[src/rtl/booth_ctrl_pkg.sv]
// Shared types for the Booth multiplier sequencer: state encodings, Booth pair codes, control word.
// No logic of its own; helpers are pure combinational functions.
// Control word fields map one-to-one onto the datapath enables.
package booth_ctrl_pkg;

    typedef enum logic [3:0] {
        ST_IDLE   = 4'd0,
        ST_LOAD_M = 4'd1,
        ST_LOAD_Q = 4'd2,
        ST_EVAL   = 4'd3,
        ST_ADD    = 4'd4,
        ST_SUB    = 4'd5,
        ST_NOP    = 4'd6,
        ST_SHIFT  = 4'd7,
        ST_OUT_A  = 4'd8,
        ST_OUT_Q  = 4'd9,
        ST_DONE   = 4'd10
    } state_t;

    typedef enum logic [1:0] {
        BOOTH_NOP = 2'd0,
        BOOTH_ADD = 2'd1,
        BOOTH_SUB = 2'd2
    } booth_op_t;

    typedef struct packed {
        logic load_m;
        logic load_q;
        logic clear_a;
        logic load_a;
        logic add_sub;
        logic shift_en;
        logic out_a;
        logic out_q;
        logic busy;
        logic done;
    } ctrl_t;

    // Booth recoding of the {Q[0], Q[-1]} pair
    function automatic booth_op_t booth_decode(input logic q0, input logic q_m1);
        booth_op_t op;
        op = BOOTH_NOP;
        case ({q0, q_m1})
            2'b10:   op = BOOTH_SUB;
            2'b01:   op = BOOTH_ADD;
            default: op = BOOTH_NOP;
        endcase
        return op;
    endfunction

    // Next-state rule; last_iter is the counter's pre-increment terminal flag
    function automatic state_t fsm_next(input state_t st, input logic start,
                                        input logic q0, input logic q_m1,
                                        input logic last_iter);
        state_t nxt;
        nxt = ST_IDLE;
        case (st)
            ST_IDLE:   nxt = start ? ST_LOAD_M : ST_IDLE;
            ST_LOAD_M: nxt = ST_LOAD_Q;
            ST_LOAD_Q: nxt = ST_EVAL;
            ST_EVAL: begin
                case (booth_decode(q0, q_m1))
                    BOOTH_SUB: nxt = ST_SUB;
                    BOOTH_ADD: nxt = ST_ADD;
                    default:   nxt = ST_NOP;
                endcase
            end
            ST_ADD, ST_SUB, ST_NOP: nxt = ST_SHIFT;
            ST_SHIFT:  nxt = last_iter ? ST_OUT_A : ST_EVAL;
            ST_OUT_A:  nxt = ST_OUT_Q;
            ST_OUT_Q:  nxt = ST_DONE;
            default:   nxt = ST_IDLE;
        endcase
        return nxt;
    endfunction

    // Moore output decode: every enable is a pure function of the state
    function automatic ctrl_t ctrl_decode(input state_t st);
        ctrl_t c;
        c = '0;
        case (st)
            ST_LOAD_M: begin c.load_m = 1'b1; c.busy = 1'b1; end
            ST_LOAD_Q: begin c.load_q = 1'b1; c.clear_a = 1'b1; c.busy = 1'b1; end
            ST_EVAL:   c.busy = 1'b1;
            ST_ADD:    begin c.load_a = 1'b1; c.busy = 1'b1; end
            ST_SUB:    begin c.load_a = 1'b1; c.add_sub = 1'b1; c.busy = 1'b1; end
            ST_NOP:    c.busy = 1'b1;
            ST_SHIFT:  begin c.shift_en = 1'b1; c.busy = 1'b1; end
            ST_OUT_A:  begin c.out_a = 1'b1; c.busy = 1'b1; end
            ST_OUT_Q:  begin c.out_q = 1'b1; c.busy = 1'b1; end
            ST_DONE:   c.done = 1'b1;
            default:   c = '0;
        endcase
        return c;
    endfunction

endpackage

[src/rtl/booth_ctrl_if.sv]
// Bundle between the Booth sequencer and its requester/datapath.
// Pure wiring, no latency.
// No flow control: start is a level request, busy tells the requester when it is ignored.
interface booth_ctrl_if;
    logic start;
    logic q0;
    logic q_m1;
    logic load_m;
    logic load_q;
    logic clear_a;
    logic load_a;
    logic add_sub;
    logic shift_en;
    logic out_a;
    logic out_q;
    logic busy;
    logic done;

    modport master (
        output start, q0, q_m1,
        input  load_m, load_q, clear_a, load_a, add_sub, shift_en, out_a, out_q, busy, done
    );

    modport slave (
        input  start, q0, q_m1,
        output load_m, load_q, clear_a, load_a, add_sub, shift_en, out_a, out_q, busy, done
    );
endinterface

[src/rtl/booth_ctrl_iter_cnt.sv]
// Iteration counter for multi-cycle ALU sequencers; term flags the final iteration.
// term is combinational from the count register (visible the cycle the count reaches width-1).
// No backpressure: clear has priority over increment.
module booth_ctrl_iter_cnt #(
    parameter int width = 8
) (
    input  logic clk,
    input  logic reset,
    input  logic clr,
    input  logic inc,
    output logic term
);
    localparam int CW = $clog2(width);

    logic [CW-1:0] cnt;

    // Count iterations; cleared at operand load so a stale count never leaks into a new op
    always_ff @(posedge clk) begin
        if (reset || clr) begin
            cnt <= '0;
        end else if (inc) begin
            cnt <= cnt + 1'b1;
        end
    end

    assign term = (cnt == CW'(width - 1));

endmodule

[src/rtl/booth_ctrl.sv]
// Radix-2 Booth multiplier sequencer driving the A/Q/M register enables and outbus selects.
// Fixed 3*width+5 cycles from start sampled to done; enables are registered Moore outputs.
// No backpressure: start is honoured only in IDLE; requests while busy or done are dropped.
module booth_ctrl #(
    parameter int width = 8
) (
    input  logic         clk,
    input  logic         reset,
    booth_ctrl_if.slave  bus
);
    import booth_ctrl_pkg::*;

    state_t state;
    ctrl_t  ctrl_q;
    logic   last_iter;

    // Shared counter: cleared while Q is loaded, advanced once per shift
    booth_ctrl_iter_cnt #(.width(width)) u_iter_cnt (
        .clk   (clk),
        .reset (reset),
        .clr   (state == ST_LOAD_Q),
        .inc   (state == ST_SHIFT),
        .term  (last_iter)
    );

    // Sequencer: next state and its decoded enables are registered together,
    // so every output is glitch-free and depends on the state alone
    always_ff @(posedge clk) begin
        if (reset) begin
            state  <= ST_IDLE;
            ctrl_q <= '0;
        end else begin
            state  <= fsm_next(state, bus.start, bus.q0, bus.q_m1, last_iter);
            ctrl_q <= ctrl_decode(fsm_next(state, bus.start, bus.q0, bus.q_m1, last_iter));
        end
    end

    assign bus.load_m   = ctrl_q.load_m;
    assign bus.load_q   = ctrl_q.load_q;
    assign bus.clear_a  = ctrl_q.clear_a;
    assign bus.load_a   = ctrl_q.load_a;
    assign bus.add_sub  = ctrl_q.add_sub;
    assign bus.shift_en = ctrl_q.shift_en;
    assign bus.out_a    = ctrl_q.out_a;
    assign bus.out_q    = ctrl_q.out_q;
    assign bus.busy     = ctrl_q.busy;
    assign bus.done     = ctrl_q.done;

endmodule

[src/flat_wrapper.sv]
// flat-port wrapper written by rule: the top's interface ports become plain ports
module booth_ctrl_flat import booth_ctrl_pkg::*;
#(
    parameter int width = 8
)
  (clk, reset, bus_start, bus_q0, bus_q_m1, bus_load_m, bus_load_q, bus_clear_a, bus_load_a, bus_add_sub, bus_shift_en, bus_out_a, bus_out_q, bus_busy, bus_done);
  booth_ctrl_if bus_i ();
  input  logic clk;
  input  logic reset;
  input wire logic [$bits(bus_i.start)-1:0] bus_start;
  input wire logic [$bits(bus_i.q0)-1:0] bus_q0;
  input wire logic [$bits(bus_i.q_m1)-1:0] bus_q_m1;
  output wire logic [$bits(bus_i.load_m)-1:0] bus_load_m;
  output wire logic [$bits(bus_i.load_q)-1:0] bus_load_q;
  output wire logic [$bits(bus_i.clear_a)-1:0] bus_clear_a;
  output wire logic [$bits(bus_i.load_a)-1:0] bus_load_a;
  output wire logic [$bits(bus_i.add_sub)-1:0] bus_add_sub;
  output wire logic [$bits(bus_i.shift_en)-1:0] bus_shift_en;
  output wire logic [$bits(bus_i.out_a)-1:0] bus_out_a;
  output wire logic [$bits(bus_i.out_q)-1:0] bus_out_q;
  output wire logic [$bits(bus_i.busy)-1:0] bus_busy;
  output wire logic [$bits(bus_i.done)-1:0] bus_done;
  assign bus_i.start = bus_start;
  assign bus_i.q0 = bus_q0;
  assign bus_i.q_m1 = bus_q_m1;
  assign bus_load_m = bus_i.load_m;
  assign bus_load_q = bus_i.load_q;
  assign bus_clear_a = bus_i.clear_a;
  assign bus_load_a = bus_i.load_a;
  assign bus_add_sub = bus_i.add_sub;
  assign bus_shift_en = bus_i.shift_en;
  assign bus_out_a = bus_i.out_a;
  assign bus_out_q = bus_i.out_q;
  assign bus_busy = bus_i.busy;
  assign bus_done = bus_i.done;
  booth_ctrl #(.width(width)) u_core (.clk(clk), .reset(reset), .bus(bus_i));
endmodule
[config.mk]
export PLATFORM = sky130hd
export DESIGN_NAME = booth_ctrl_flat
export DESIGN_NICKNAME = d
export VERILOG_FILES = /design/src/rtl/booth_ctrl_pkg.sv /design/src/rtl/booth_ctrl_if.sv /design/src/rtl/booth_ctrl_iter_cnt.sv /design/src/rtl/booth_ctrl.sv /design/src/flat_wrapper.sv
export SDC_FILE = /design/constraint.sdc
export NUM_CORES = 1
export LEC_CHECK = 0
export ABC_CLOCK_PERIOD_IN_PS = 2970
export CAP_MARGIN = 20
export CORE_MARGIN = 5
export CORE_UTILIZATION = 40
export DETAILED_ROUTE_END_ITERATION = 12
export GPL_TIMING_DRIVEN = 1
export PLACE_DENSITY_LB_ADDON = 0.05
export SLEW_MARGIN = 20
export SYNTH_ARGS = -nofsm -noshare
export SYNTH_HDL_FRONTEND = slang
export SYNTH_HIERARCHICAL = 1
export SYNTH_SLANG_ARGS = --single-unit
[constraint.sdc]
create_clock -name clk -period 2.97 [get_ports clk]
set_input_delay 0.594 -clock clk [delete_from_list [all_inputs] [get_ports clk]]
set_output_delay 0.594 -clock clk [all_outputs]
set_load 0.02 [all_outputs]
* Word-level counts from Yosys, hierarchy flattened *
Index checks and enable logic that the tools add are counted.

word-level totals
  input bits = 5
  bits in registers = 17
  output and inout bits = 10

cells by class
  reduce and logical (&&, ||, !) cells = 5
  equality and inequality tests = 24
  add/sub/neg operators = 1
  multiplexer cells = 17

operators with widths
  operator                                                                number
  4-bit by 3-bit equality test with 1-bit output (second input constant)  8
  4-bit one-hot mux with 8 select lines                                   1
  4-bit equality test (second input constant)                             5
  4-bit by 2-bit equality test with 1-bit output (second input constant)  4
  1-bit two-way mux                                                       9
  9-bit OR reduction                                                      1
  4-bit by 1-bit equality test with 1-bit output (second input constant)  2
  4-bit two-way mux                                                       2
  2-bit one-hot mux with 2 select lines                                   2
  2-bit two-way mux                                                       3
  2-bit by 1-bit equality test with 1-bit output (second input constant)  2
  2-bit equality test (second input constant)                             2
  4-bit zero test                                                         1
  3-bit by 1-bit adder with 3-bit output (second input constant)          1
  3-bit equality test (second input constant)                             1
  3-bit OR reduction                                                      1
  2-bit OR reduction                                                      1
  1-bit logical OR                                                        1

* Longest topological paths before layout *
  depth in word-level cells = 11
  gate-level depth with buffers = 7
  gate-level depth less buffers = 7

* By module *
The synthesis kept the hierarchy.

modules (own cells, without submodules)
  module               area an instance (um2)  times used  cells each  seq. area each (um2)
  booth_ctrl           584.3                   1           64          260.2
  booth_ctrl_iter_cnt  133.9                   1           11          60.1

* Worst setup path before layout *
Ideal clock, no wire load.

  path kind = input -> register
  start point = input bus_q_m1
  end point = register u_core.ctrl_q (netlist bit u_core/bus.load_q)
  buffers on the path = 0
  stages on the path = 6
  slack = 1.241 ns
  data required time = 2.854 ns
  arrival = 1.613 ns
  cell sequence = inv_1 -> ha_1 -> or2_2 -> a21o_1 -> and3_1 -> and3_1

between the ends
  cells in the longest elaborated chain, start to end = 10
  elaborated cells between the ends (all ways) = 12
  those cells by class = 5 x eq/ne; 7 x mux

ends and longest elaborated chain
  item                                                                                          line                  RTL
  from (decl)                                                                                   flat_wrapper.sv:12    input wire logic [$bits(bus_i.q_m1)-1:0] bus_q_m1;
  2-bit by 1-bit equality test with 1-bit output / 2-bit equality test (equally long branches)  booth_ctrl_pkg.sv:43  case ({q0, q_m1})
  2-bit one-hot mux with 2 select lines *                                                       booth_ctrl_pkg.sv:43
  2-bit two-way mux *                                                                           booth_ctrl_pkg.sv:57  case (st)
  2-bit two-way mux *                                                                           booth_ctrl.sv:29      if (reset) begin
  2-bit by 1-bit equality test with 1-bit output / 2-bit equality test (equally long branches)  booth_ctrl_pkg.sv:62  case (booth_decode(q0, q_m1))
  2-bit one-hot mux with 2 select lines *                                                       booth_ctrl_pkg.sv:62
  4-bit one-hot mux with 8 select lines *                                                       booth_ctrl_pkg.sv:57
  4-bit two-way mux *                                                                           booth_ctrl.sv:29
  4-bit by 2-bit equality test with 1-bit output *                                              booth_ctrl_pkg.sv:81  case (st)
  2-bit two-way mux *                                                                           booth_ctrl_pkg.sv:81
  to (signal assigned)                                                                          booth_ctrl.sv:34      ctrl_q <= ctrl_decode(fsm_next(state, bus.start, bus.q0, bus.q_m1, last_iter));
  to (decl)                                                                                     booth_ctrl.sv:14      ctrl_t ctrl_q;

Mark *: on every way between the ends. The rest lies on a longest branch, timed or not. The select of a mux whose other input is x is not followed.
A chain may end at the register's enable or synchronous reset.

* Final worst setup path *
  start point = input bus_q_m1
  end point = register u_core.ctrl_q (netlist bit u_core/bus.load_m)

between the ends
  cells in the longest elaborated chain, start to end = 10
  elaborated cells between the ends (all ways) = 12
  those cells by class = 5 x eq/ne; 7 x mux

ends and longest elaborated chain
  item                                                                                          line
  2-bit by 1-bit equality test with 1-bit output / 2-bit equality test (equally long branches)  booth_ctrl_pkg.sv:43
  2-bit one-hot mux with 2 select lines *                                                       booth_ctrl_pkg.sv:43
  2-bit two-way mux *                                                                           booth_ctrl_pkg.sv:57
  2-bit two-way mux *                                                                           booth_ctrl.sv:29
  2-bit by 1-bit equality test with 1-bit output / 2-bit equality test (equally long branches)  booth_ctrl_pkg.sv:62
  2-bit one-hot mux with 2 select lines *                                                       booth_ctrl_pkg.sv:62
  4-bit one-hot mux with 8 select lines *                                                       booth_ctrl_pkg.sv:57
  4-bit two-way mux *                                                                           booth_ctrl.sv:29
  4-bit by 1-bit equality test with 1-bit output *                                              booth_ctrl_pkg.sv:81
  1-bit two-way mux *                                                                           booth_ctrl_pkg.sv:81

Marks and branches as above.

==> impl.org <==
** Floorplanning
- Overall die height :: 52.4 microns
- 15 I/O pins were placed.
- The floorplan has 15 rows.
- Die outline area :: roughly 2700 sq um
- Measured along the x axis, the die boundary spans between 50 and 60 microns.
- For this configuration, the core starts out at a cell density of between 40% and 50%.
- The total area inside the core boundary comes to approximately 1700 sq um.

** Clocking
- CTS H-Tree Depth :: 1
- Clk slew on worst S/H paths :: around 0.09 ns
- Max Buffers Root-to-Sink :: 2
- Clock latency on the worst-skew pair, taken at its later pin, is roughly 0.28 ns.
- Hold Buf Count CTS :: 0
- Clock tree synthesis inserted a total of 3 buffers.
- TritonCTS clock tree :: done
- The cell sitting at the root of the clock tree is a clkbuf_4.
- In this run, post-CTS repair resized a total of 0 instances.
- Post-CTS timing repair inserted 0 buffers for setup.
- Counting every sink on the clock net gives 16.

** STA
- Period Utilization, post-route :: about 67%
- Achievable frequency :: about 500 MHz
- On the final layout, the worst clock skew is a little over 0.001 ns.
- Setup repair after global routing left no endpoint under its margin.
- Summed over all failing endpoints, the final setup total negative slack is 0 ns.
- The worst path needs 1.98 ns of the cycle, external delays included.
- Setup violations remaining at the end of the flow were counted as 0.
- Final-report max-slew violation count :: 0
- Slew @ Worst Pin :: 0.548 ns
- Count of endpoints failing hold in the final timing report :: 0
- Headroom to the max-slew limit came out at 63.4%.

** Drt
- The routed design has 1.23 mm of wire.
- DRC marker count from the first detailed-route iteration :: 7
- Once detail routing completed, the nets flagged for antenna violations numbered 0.
- DRC violations left :: 0
- Dividing the detail-routed wire length by the instance count gives 10.8 microns.
- Vias after detailed routing :: ~560
- Dividing the detail-routed via count by the number of cells gives ~5.
- Number of iterations in the first detailed-routing pass :: 4

** Setup path
- STA puts the critical path data arrival time at about 2.2 ns.
- Gate family responsible for the most delay along the worst path :: simple AND/OR/NAND/NOR gates
- Together, buffers and inverters on the worst path number 2.
- Chain of cells forming the critical path :: clkdlybuf4s50_1, inv_1, ha_1, or2_2, a21o_1, and3_1, nor3b_1
- Data required time of the critical path :: approximately 3.2 ns
- In this run the worst path has a maximum fanout of 5.
- The worst setup path is captured at a flop.
- Cell with the biggest individual delay on the critical path :: clkdlybuf4s50_1
- Peak per-stage delay on the critical path :: between 0.4 and 0.5 ns
- Type of origin of the critical path :: primary input
- The critical path is of the primary input to flop type.

** Logic synthesis
- Largest cells by area after synthesis :: dfxtp_1 (45%), ha_1 (5.2%), nor3_1 (4.9%), nor2_1 (3.1%), mux2i_1 (2.8%)
- Unique cell type count in the Yosys netlist :: 36
- The cell count after synthesis came out at 75.
- Each instance of the synthesized netlist takes up on average about 9.6 sq um.
- After synthesis the netlist holds a flip-flop and latch count of 16.
- The most common cell in the synthesized netlist is dfxtp_1.
- Leading cell types by count after synthesis :: dfxtp_1 (16), nor3_1 (7), nor2_1 (6), nand2_1 (4)
- Sequential element share of the synthesized area :: 44.6%
- The synthesized design devotes to its leading area cell type 44.6% of total area.
- The Yosys step of the flow raised 6 warnings.
- Counting flops with a built-in enable in the synthesized netlist gives 0.
- For this run, the leading register cell type out of synthesis is dfxtp_1.
- Share of synthesized registers carrying an async set or reset :: 0%
- Syn Std Cell Area :: 718 sq um
- When the netlist entered floorplanning its net count stood at 83.
- Cell type with the highest aggregate area in the netlist :: dfxtp_1

** Global route
- For this run, global-route usage on met2 was measured as approximately 16%.
- Routing usage on met1 :: around 15%
- Number of antenna violations at the first check in global routing :: 0
- Met3 Resource Use GR :: between 3 and 4%
- Gr usage total :: a little under an eighth
- Entering global routing, the biggest net connects 16 pins.
- met2 is the most crowded layer.
- The total overflow left after global routing is 0.
- Global-route wire length before repair :: roughly 2.3 mm
- The via count of the first global-routing pass is about 530.

** Place
- At the end of routability-driven placement, the weighted congestion stood at between 0.7 and 0.8.
- Summed over all nets, the half-perimeter wirelength after detailed placement is around 940 microns.
- After detailed placement, the total cell area comes to roughly 860 sq um.
- In this run the tool buffered the top-level ports with 14 buffer cells.

** Cells and area
- Number of antenna diodes :: 0
- Summing all multi-input logic gate instances after layout gives 357 sq um.
- The filler cells instantiated in the layout total roughly 170.
- The area growth from synthesis to layout is 24.9%.
- Of the cells placed in the final design, the portion with a size suffix greater than 1 is between 10% and 20%.
- After routing the design area is ~900 sq um.
- Once layout is complete, the utilization of the core stands at a little over half.
- The net count of the finished layout is 98.
- Sequential cell area in the final layout :: around 320 sq um

** Pwr
- Internal power :: roughly 360 uW
- Summed over all cells, the static leakage comes to between 0.3 and 0.4 nW.
- Registers are responsible for 49.4% of the overall power.
- Combinational Power Share :: between 20 and 25%
- Per report_power, the clock group accounts for ~28% of the total.
- Switching pwr :: between 100 and 150 uW
- IR analysis of the VDD net gives a maximum drop of around 360 uV.
- Switching part of the total :: around 28%
- Power per unit of standard cell area :: ~560 nW/um^2

** Worst hold path
- Hold WC Path Type :: flop to flop

** Outcome
- Outcome :: completed

** Job
- Max_cap viols :: 0
metal layers:
layer	part of all wire [%]	wire length (microns)
met3	4.2	51
met1	52	640
met4	2.8	34
met2	41	501
met5	0	0
final timing paths:
path | slack (ns) | end | cells past startpoint | start
hold reg to reg | 0.54 | u_core/u_iter_cnt/cnt[2]$_SDFFE_PP0P_ | 2 | u_core/u_iter_cnt/cnt[2]$_SDFFE_PP0P_
hold / removal | 0.54 | u_core/u_iter_cnt/cnt[2]$_SDFFE_PP0P_ | 2 | u_core/u_iter_cnt/cnt[2]$_SDFFE_PP0P_
setup reg to reg | 1.26 | u_core/bus.load_q$_SDFF_PP0_ | 3 | u_core/state[2]$_SDFF_PP0_
setup / recovery | 0.99 | u_core/bus.load_m$_SDFF_PP0_ | 7 | bus_q_m1
power groups by stage:
stage / registers (mW) / clock network (mW) / logic, mW
after floorplan: 0.256 / 0 / 0.0773
after global placement: 0.253 / 0 / 0.118
after detailed placement: 0.253 / 0 / 0.117
after CTS: 0.248 / 0.145 / 0.117
after global routing: 0.252 / 0.155 / 0.128
final: 0.248 / 0.138 / 0.116
kinds of logic after synthesis:
| logic type | Yosys count | share of synthesized area [%] |
|---|---|---|
| simple gates | 35 | 28.7 |
| flops | 16 | 44.6 |
| compound gates | 9 | 8.89 |
| buf+inv | 7 | 5.75 |
| mux | 3 | 4.36 |
| fa+ha+maj | 3 | 5.23 |
| xor+xnor | 2 | 2.44 |
state kept, by name (all words and copies together) (netlist names):
signal                 count
u_core/state               4
u_core/bus.done            1
u_core/bus.load_q          1
u_core/bus.out_a           1
u_core/u_iter_cnt/cnt      3
u_core/bus.load_a          1
u_core/bus.out_q           1
u_core/bus.add_sub         1
u_core/bus.busy            1
u_core/bus.shift_en        1
u_core/bus.load_m          1
layout make-up:
class / instances / area share [%]
multi-input combinational: 52 / 39.7
sequential: 16 / 35.7
timing repair buffer: 14 / 15.6
clock buffer: 4 / 4.04
tap: 25 / 3.49
inverter: 3 / 1.39
per-stage QoR:
step           cells  hold WS, ns  worst slack [ns]  power, mW
3_5_place_dp     110        0.535             0.705      0.370
6_report         114        0.537             0.988      0.501
5_1_grt          114        0.569             0.954      0.535
4_1_cts          114        0.548             0.991      0.510
2_1_floorplan     75        0.497              1.24      0.334
3_3_place_gp     110        0.512             0.714      0.370
cells in the final DEF (no fill, tap or decap), types with 3 or more instances in the layout:
| master | Yosys | layout |
|---|---|---|
| nor3_1 | 7 | 7 |
| dfxtp_1 | 16 | 16 |
| nand2_1 | 4 | 4 |
| clkbuf_4 | 0 | 3 |
| and3_1 | 3 | 3 |
| ha_1 | 3 | 3 |
| nor2_1 | 6 | 6 |
| clkdlybuf4s50_1 | 0 | 14 |
worst min-delay path, stage by stage, from the launching register on:
cell	delay (ns)
dfxtp_1	0.32
mux2i_1	0.12
nor3_1	0.05
Power figures use the tool's default switching activity.
